===== src/rtl/hazard_pkg.sv =====
// hazard_pkg: constants shared by the hazard scoreboard and its countdown cells.
//   REG_W   - register-number width
//   NREGS   - architectural register count (register 0 is hard-wired zero)
//   CNT_W   - width of every availability countdown
//   LAT_ALU - load value for a plain ALU result (covered by EX/MEM forwarding)
package hazard_pkg;

    localparam int unsigned REG_W   = 5;
    localparam int unsigned NREGS   = 32;
    localparam int unsigned CNT_W   = 3;
    localparam int unsigned LAT_ALU = 0;

endpackage


===== src/rtl/sb_counter.sv =====
// sb_counter: one availability countdown. Loads on load_i, otherwise counts down to zero
// and holds there. A load wins over the decrement in the same cycle.
// Ports:
//   clk_i      - clock, rising edge
//   rst_i      - synchronous active-high reset, clears the count
//   load_i     - load load_val_i this cycle
//   load_val_i - value to load
//   cnt_o      - current count
//   zero_o     - count is zero (resource available)
module sb_counter
    import hazard_pkg::*;
(
    input  logic             clk_i,
    input  logic             rst_i,
    input  logic             load_i,
    input  logic [CNT_W-1:0] load_val_i,
    output logic [CNT_W-1:0] cnt_o,
    output logic             zero_o
);

    logic [CNT_W-1:0] cnt_q;
    logic [CNT_W-1:0] cnt_d;

    always_comb begin
        cnt_d = cnt_q;
        if (load_i) begin
            cnt_d = load_val_i;
        end else if (cnt_q != '0) begin
            cnt_d = cnt_q - CNT_W'(1);
        end
    end

    always_ff @(posedge clk_i) begin
        if (rst_i) begin
            cnt_q <= '0;
        end else begin
            cnt_q <= cnt_d;
        end
    end

    assign cnt_o  = cnt_q;
    assign zero_o = (cnt_q == '0);

endmodule


===== src/rtl/hazard_scoreboard.sv =====
// hazard_scoreboard: decides whether the instruction in ID may issue. Each register has a
// countdown of cycles until its pending result reaches a forwarding path; the multiplier
// has its own busy countdown. Stall outputs are combinational from state and ID inputs.
// Ports:
//   clk, rst                 - clock and synchronous active-high reset
//   id_valid                 - ID holds a real instruction
//   id_rs, id_rt             - source registers; id_uses_rs/id_uses_rt say they are read
//   id_rd, id_regwrite       - destination register and its write enable
//   id_memread, id_mult      - instruction is a load / uses the multiplier
//   id_flush                 - ID instruction squashed (taken branch)
//   stall                    - hold PC and IF/ID, bubble ID/EX
//   pc_write, ifid_write     - ~stall
//   idex_bubble              - stall | id_flush
//   stall_count              - saturating count of stall cycles
module hazard_scoreboard
    import hazard_pkg::*;
#(
    parameter int unsigned MULT_LAT = 4,
    parameter int unsigned LOAD_LAT = 1
) (
    input  logic             clk,
    input  logic             rst,
    input  logic             id_valid,
    input  logic [REG_W-1:0] id_rs,
    input  logic [REG_W-1:0] id_rt,
    input  logic             id_uses_rs,
    input  logic             id_uses_rt,
    input  logic [REG_W-1:0] id_rd,
    input  logic             id_regwrite,
    input  logic             id_memread,
    input  logic             id_mult,
    input  logic             id_flush,
    output logic             stall,
    output logic             pc_write,
    output logic             ifid_write,
    output logic             idex_bubble,
    output logic [15:0]      stall_count
);

    localparam logic [CNT_W-1:0] MultLoad = CNT_W'(MULT_LAT - 1);
    localparam logic [CNT_W-1:0] LoadLoad = CNT_W'(LOAD_LAT);
    localparam logic [CNT_W-1:0] AluLoad  = CNT_W'(LAT_ALU);
    localparam logic [CNT_W-1:0] MaxCnt   = (MultLoad > LoadLoad) ? MultLoad : LoadLoad;

    logic [NREGS-1:0] reg_busy;
    logic [CNT_W-1:0] reg_cnt [NREGS];
    logic [CNT_W-1:0] mult_cnt;
    logic             mult_zero;
    logic [CNT_W-1:0] wr_val;
    logic             wr_issue;
    logic             issue;
    logic             hazard;
    logic [15:0]      stall_cnt_q;
    logic [15:0]      stall_cnt_d;

    // Multiply wins over load when both flags are set.
    always_comb begin
        if (id_mult) begin
            wr_val = MultLoad;
        end else if (id_memread) begin
            wr_val = LoadLoad;
        end else begin
            wr_val = AluLoad;
        end
    end

    assign wr_issue = issue & id_regwrite & (id_rd != '0);

    // Register 0 is never tracked.
    assign reg_busy[0] = 1'b0;
    assign reg_cnt[0]  = '0;

    for (genvar r = 1; r < NREGS; r++) begin : g_reg
        logic zero;

        sb_counter u_cnt (
            .clk_i      (clk),
            .rst_i      (rst),
            .load_i     (wr_issue && (id_rd == REG_W'(r))),
            .load_val_i (wr_val),
            .cnt_o      (reg_cnt[r]),
            .zero_o     (zero)
        );

        assign reg_busy[r] = ~zero;

        a_cnt_range: assert property (@(posedge clk) disable iff (rst) reg_cnt[r] <= MaxCnt);
    end

    sb_counter u_mult (
        .clk_i      (clk),
        .rst_i      (rst),
        .load_i     (issue & id_mult),
        .load_val_i (MultLoad),
        .cnt_o      (mult_cnt),
        .zero_o     (mult_zero)
    );

    a_mult_range: assert property (@(posedge clk) disable iff (rst) mult_cnt <= MultLoad);

    // reg_busy[0] is 0, so the WAW term needs no explicit id_rd != 0 check.
    assign hazard = (id_uses_rs & reg_busy[id_rs])
                  | (id_uses_rt & reg_busy[id_rt])
                  | (id_regwrite & reg_busy[id_rd])
                  | (id_mult & ~mult_zero);

    // Flush masks the stall: a squashed instruction never waits.
    assign stall       = id_valid & ~id_flush & hazard;
    assign issue       = id_valid & ~id_flush & ~stall;
    assign pc_write    = ~stall;
    assign ifid_write  = ~stall;
    assign idex_bubble = stall | id_flush;

    always_comb begin
        stall_cnt_d = stall_cnt_q;
        if (stall && (stall_cnt_q != 16'hFFFF)) begin
            stall_cnt_d = stall_cnt_q + 16'd1;
        end
    end

    always_ff @(posedge clk) begin
        if (rst) begin
            stall_cnt_q <= '0;
        end else begin
            stall_cnt_q <= stall_cnt_d;
        end
    end

    assign stall_count = stall_cnt_q;

endmodule


===== config.mk =====
export PLATFORM = sky130hd
export DESIGN_NAME = hazard_scoreboard
export DESIGN_NICKNAME = d
export VERILOG_FILES = /design/src/rtl/hazard_pkg.sv /design/src/rtl/sb_counter.sv /design/src/rtl/hazard_scoreboard.sv
export SDC_FILE = /design/constraint.sdc
export NUM_CORES = 1
export LEC_CHECK = 0
export CORE_UTILIZATION = 25
export CTS_BUF_LIST = sky130_fd_sc_hd__clkbuf_2
export DETAILED_ROUTE_END_ITERATION = 8
export HOLD_SLACK_MARGIN = 0.02
export PLACE_DENSITY = 0.46
export SETUP_SLACK_MARGIN = 0.05
export SKIP_CTS_REPAIR_TIMING = 1
export SYNTH_ARGS = -nofsm -noshare
export SYNTH_HDL_FRONTEND = slang
export SYNTH_SLANG_ARGS = --single-unit

===== constraint.sdc =====
create_clock -name clk -period 3.7 [get_ports clk]
set_input_delay 0.74 -clock clk [delete_from_list [all_inputs] [get_ports clk]]
set_output_delay 0.74 -clock clk [all_outputs]
set_load 0.1 [all_outputs]

# Yosys cells after proc, flatten, opt, wreduce, memory -nomap -nowiden

Cells that the tools add are included.
W data, S select, Z words.

Bits in registers: 112
Output and inout port bits: 20
Logic and storage cells: 352

Add/sub/neg operators: 33
Magnitude comparators: 3
Equality and inequality tests: 32
Muxes and demuxes: 72
Bitwise operators: 48
Reductions and logical operators: 130

Operator list:

| cell                    | number |
|---|---|
| $mux W3                 | 62 |
| $logic_not A3 Y1        | 32 |
| $reduce_bool A3 Y1      | 32 |
| $sub A3 B1 Y3 const B   | 32 |
| $eq A5 B5 Y1 const B    | 16 |
| $reduce_bool A2 Y1      | 32 |
| $eq A5 B4 Y1 const B    | 8 |
| $not A1 Y1              | 34 |
| $logic_and A1 B1 Y1     | 32 |
| $eq A5 B3 Y1 const B    | 4 |
| $lt A5 B6 Y1 const B    | 3 |
| $add A16 B1 Y16 const B | 1 |
| $ne A16 B16 Y1 const B  | 1 |
| $bmux W1 S5             | 3 |
| $and A1 B1 Y1           | 10 |
| $eq A5 B2 Y1 const B    | 2 |
| $mux W2                 | 3 |
| $eq A5 B1 Y1 const B    | 1 |
| $reduce_bool A5 Y1      | 1 |
| $mux W1                 | 4 |
| $or A1 B1 Y1            | 4 |
| $reduce_or A2 Y1        | 1 |

# Longest topological paths before layout

Word-level depth: 15
Gate-level depth with buffers: 13
Mapped depth without buffers: 11

# Modules after synthesis

Synthesis repeated with hierarchy kept, for this count alone.

Cells, all modules: 981
Area, all modules: 8867.3 um^2

Modules (own cells, without submodules):

| module            | instances | cells an instance | area each (um^2) |
|---|---|---|---|
| sb_counter        | 32        | 22                | 206.4 |
| hazard_scoreboard | 1         | 277               | 2260.9 |

# Least setup slack after synthesis

Ideal clock, no wire load.

Path kind: input port to output port
From: input port id_rs[2]
To: output port idex_bubble
Data arrival time: 3.903 ns
Data required time: 2.960 ns
Slack: -0.943 ns
Stages: 8
Path buffers: 2
Cells stage by stage: buf_2 > buf_6 > or3b_1 > o2111ai_1 > a211oi_1 > or3_4 > o21ai_2 > nand2b_1

Longest elaborated chain between the ends: 8

Ends and longest elaborated chain:

| item                          | RTL line                 | text |
|---|---|---|
| start, declared               | hazard_scoreboard.sv:24  | `input logic [REG_W-1:0] id_rs,` |
| $bmux W1 S5                   | hazard_scoreboard.sv:102 | `assign hazard = (id_uses_rs & reg_busy[id_rs])` |
| $mux W1 (implied by the code) | hazard_scoreboard.sv:102 |  |
| $and A1 B1 Y1                 | hazard_scoreboard.sv:102 |  |
| $or A1 B1 Y1                  | hazard_scoreboard.sv:103 | `\| (id_uses_rt & reg_busy[id_rt])` |
| $or A1 B1 Y1                  | hazard_scoreboard.sv:104 | `\| (id_regwrite & reg_busy[id_rd])` |
| $or A1 B1 Y1                  | hazard_scoreboard.sv:105 | `\| (id_mult & ~mult_zero);` |
| $and A1 B1 Y1                 | hazard_scoreboard.sv:108 | `assign stall = id_valid & ~id_flush & hazard;` |
| $or A1 B1 Y1                  | hazard_scoreboard.sv:112 | `assign idex_bubble = stall \| id_flush;` |
| end, declared                 | hazard_scoreboard.sv:36  | `output logic idex_bubble,` |

Every way passes these cells. The select of a mux whose other input is x is not followed.

# Worst setup path after layout

From: register g_reg[3].u_cnt.cnt_q[1]
To: output port ifid_write

Longest elaborated chain between the ends: 10
Elaborated cells on any way between the ends: 16

Ends and longest elaborated chain:

| item                             | RTL line                                           | text |
|---|---|---|
| start, declared                  | sb_counter.sv:21                                   | `logic [CNT_W-1:0] cnt_q;` |
| start signal, assigned           | sb_counter.sv:37                                   | `cnt_q <= cnt_d;` |
| $logic_not A3 Y1 *               | sb_counter.sv:42                                   | `assign zero_o = (cnt_q == '0);` |
| $not A1 Y1 *                     | hazard_scoreboard.sv:85                            | `assign reg_busy[r] = ~zero;` |
| $bmux W1 S5 (on tied branches)   | hazard_scoreboard.sv:102, hazard_scoreboard.sv:103 |  |
| $mux W1 (on tied branches)       | hazard_scoreboard.sv:102, hazard_scoreboard.sv:103 |  |
| $and A1 B1 Y1 (on tied branches) | hazard_scoreboard.sv:102, hazard_scoreboard.sv:103 |  |
| $or A1 B1 Y1                     | hazard_scoreboard.sv:103                           |  |
| $or A1 B1 Y1 *                   | hazard_scoreboard.sv:104                           |  |
| $or A1 B1 Y1 *                   | hazard_scoreboard.sv:105                           |  |
| $and A1 B1 Y1 *                  | hazard_scoreboard.sv:108                           |  |
| $not A1 Y1 *                     | hazard_scoreboard.sv:111                           | `assign ifid_write = ~stall;` |
| end, declared                    | hazard_scoreboard.sv:35                            | `output logic ifid_write,` |

Mark *: on every way between the ends. The rest lies on a longest branch, timed or not. The select of a mux whose other input is x is not followed.

==> flow_metrics.py <==
metrics = {
    "clocking": {
        "cts_made_buffers": 9,
        "clkTransAtPathRegs_ps": 320,
        "clk_latency_ps": 650,
        "htree_levels": 3,
        "cts_tree": "built",
        "clk_path_buf_depth": 2,
        "cts.sinks": 112,
        "clockRootBuffer": "clkbuf_2",
    },
    "logic_synthesis": {
        "syn_inst": 934,
        "yosysTopAreaCell": "dfxtp_1",
        "synth_async_sr_flop_share_pct": 0,
        "ys_ff_latch": 112,
        "post_synth_num_cell_types": 57,
        "synth-edff-count": 0,
        "yosys_warnings": 0,
        "syn_nets": 1023,
        "ys_seq_area_share_pct": 29.1,
        "synthTopCellsByArea": "dfxtp_1 29%, ha_1 11%, nor2_1 6.1%, mux2i_1 4.5%, a21oi_1 4.0%",
        "synth_top_area_share_pct": 29.1,
        "netlist_area_um2": 7710,
        "synth_flop_cell": "dfxtp_1",
        "synth_area_per_cell_um2": 8.26,
    },
    "worst_hold_path": {
        "hold-path-endpoint": "g_reg[2].u_cnt.cnt_o[2]$_SDFFE_PP0P_",
        "min_path_cells": 2,
        "hold_start": "rst",
        "min_path_type": "primary input to flip-flop",
    },
    "floorplanning": {
        "die_h_um": 178,
        "core_um2": 30000,
        "die_w_um": 178,
        "io_pins": 44,
        "die_area_um2": 31600,
        "start_util_pct": 25.7,
        "rows": 63,
    },
    "place": {
        "port_buffers": 43,
        "gp_congestion": 0.801,
        "dp.cells": 1399,
        "hpwl_um": 15700,
    },
    "cells_and_area": {
        "final_cell_mix": "124 x nor2_1, 106 x buf_4, 95 x dfxtp_1, 61 x a21oi_1, 58 x inv_1",
        "area_growth_pct": 24.9,
        "seq_area_um2": 2260,
        "drive_above_1_share_pct": 24.1,
        "n_fill_cell": 3165,
        "fin_cells": 1432,
        "final_common_cell": "nor2_1",
        "multi_input_area_um2": 5060,
        "finalNetCount": 1126,
    },
    "worst_setup_path": {
        "critPathKind": "flip-flop to primary output",
        "cp-end-kind": "primary output",
        "worst-r2r-setup-slack_ps": 470,
        "cp.arrival_ps": 3240,
        "max_stage_delay_ps": 450,
        "cp-start-kind": "flip-flop",
        "reg2regPathDepth": 13,
        "worstReg2RegStart": "g_reg[3].u_cnt.cnt_o[1]$_SDFFE_PP0P_",
        "cp_slowest_cell": "mux4_2",
        "crit_chain": "inv_2 -> ha_4 -> nor2b_1 -> buf_4 -> mux4_2 -> a22o_1 -> a2111oi_4 -> or3_4 -> o21ai_4 -> buf_6 -> buf_12",
        "crit_fanout": 6,
        "cp_data_required_time_ps": 2960,
        "r2r-end": "stall_count[2]$_SDFFE_PP0P_",
    },
    "outcome": {
        "violations": "setup timing",
        "status": "complete, but fails checks",
    },
    "global_route": {
        "grt_start_max_net_pins": 61,
        "grt_remaining_overflow": 0,
        "antenna_found_initial": 1,
        "track_usage_pct": 13.9,
        "grt_pass1_vias": 6284,
        "grt_pass1_wl_um": 33900,
    },
    "drt": {
        "drtIter0Drc": 320,
        "drt.antenna.violating_nets": 0,
        "wl_per_cell_um": 15.1,
        "dr_total_vias": 6755,
        "routed_via_density": 4.72,
        "firstDrtPassIters": 5,
        "drc_errors": 0,
        "finalWirelength_um": 21600,
    },
    "timing": {
        "period_share_pct": 108,
        "max_freq_ghz": 0.251,
        "tightestPinTransition_ps": 975,
        "rsz0062_at_grt": "yes",
        "min_period_ps": 3980,
        "setup_ws_ps": -283,
        "setup_viol": 4,
        "skew_ps": 46.6,
        "slew_violations": 0,
        "relSlewSlack_pct": 34.8,
        "final_hold_viol_count": 0,
    },
    "power": {
        "powerDensity_nw_per_um2": 723,
        "p_leak_nw": 3.87,
        "ir_drop_v": 0.000208,
        "total_power_mw": 6.96,
    },
    "run": {
        "cap_violations": 0,
    },
}
-- critical path, delay by kind of cell, from the launching register on --
kind	cells	cell delay, ps
buffers and inverters	4	500
muxes	1	450
AOI/OAI and AO/OA	3	750
and+or+nand+nor	2	330
adders and majority gates	1	150
DFF	1	410
-- registers in the layout, summed over array words and instances, names as in the netlist --
name and flops:
g.u_cnt.cnt_o 93, stall_count 16, u_mult.cnt_o 3
-- through the flow --
step,area (um^2),hold WS (ps),setup TNS [ps],util [%],setup WS (ps)
global route,9640,412,-1850,32.1,-484
floorplan,7790,475,-84.4,-,-60.6
finish,9640,470,-1080,32.1,-283
detailed placement,9210,502,-4210,30.7,-352
global placement,9210,496,-3840,30.7,-327
CTS,9340,394,-1920,31.1,-523
-- cell families after synthesis --
family	Yosys count	share of synthesized area [%]
fa+ha+maj	65	10.5
compound gates	151	12.6
flops	112	29.1
buf+inv	141	7.44
simple gates	347	23.0
xor+xnor	32	3.63
mux	86	13.7
-- synth_stat cells (all sizes together) (2+ instances only) --
library cell,n
or3b,2
or3,5
a31oi,3
mux4,12
and3,5
nand2,31
mux2,39
nor4b,3
buf,25
and3b,2
a211oi,3
nand3b,4
a221o,2
and4,6
dfxtp,112
a22o,2
nand4,40
mux2i,35
a22oi,6
nor2,126
nand4b,2
nand3,44
and2,3
a2111oi,2
o31ai,14
xnor2,32
nor2b,46
ha,65
a21o,2
inv,75
o21ai,27
clkbuf,40
a21oi,62
nor3b,4
and2b,2
nand2b,8
a31o,20
nor3,13
-- layout make-up --
cell class,count,share of cell area [%]
clock buffer,10,0.519
multi-input combinational,681,52.6
antenna,1,0.0260
sequential,112,23.5
clock inverter,5,0.844
tap,390,5.06
inverter,76,3.04
timing repair buffer,157,14.5
-- routing by layer --
| metal | wire length (um) | global-route usage [%] |
|---|---|---|
| met1 | 10300 | 18.0 |
| met2 | 10400 | 23.7 |
| met3 | 602 | 2.44 |
| met4 | 327 | 3.63 |
| met5 | 0 | 0 |
-- how the worst max path moves through the flow --
stage                        endpoint  depth (start not counted)                             startpoint  slack [ps]
after floorplan           idex_bubble                          8                               id_rs[2]         -60
after global placement       pc_write                          9                               id_rd[1]        -330
after detailed placement     pc_write                          9                               id_rd[1]        -350
after CTS                    pc_write                         10  g_reg[29].u_cnt.cnt_o[0]$_SDFFE_PP0P_        -520
after global routing       ifid_write                         10   g_reg[1].u_cnt.cnt_o[1]$_SDFFE_PP0P_        -480
final                      ifid_write                         11   g_reg[3].u_cnt.cnt_o[1]$_SDFFE_PP0P_        -280
-- report_power, final --
part / internal, mW / total, mW / switching (mW)
Sequential: 1.65 / 1.89 / 0.237
Clock: 0.224 / 0.657 / 0.434
Combinational: 2.28 / 4.42 / 2.15
No activity file was read; power rests on OpenSTA's default activity.
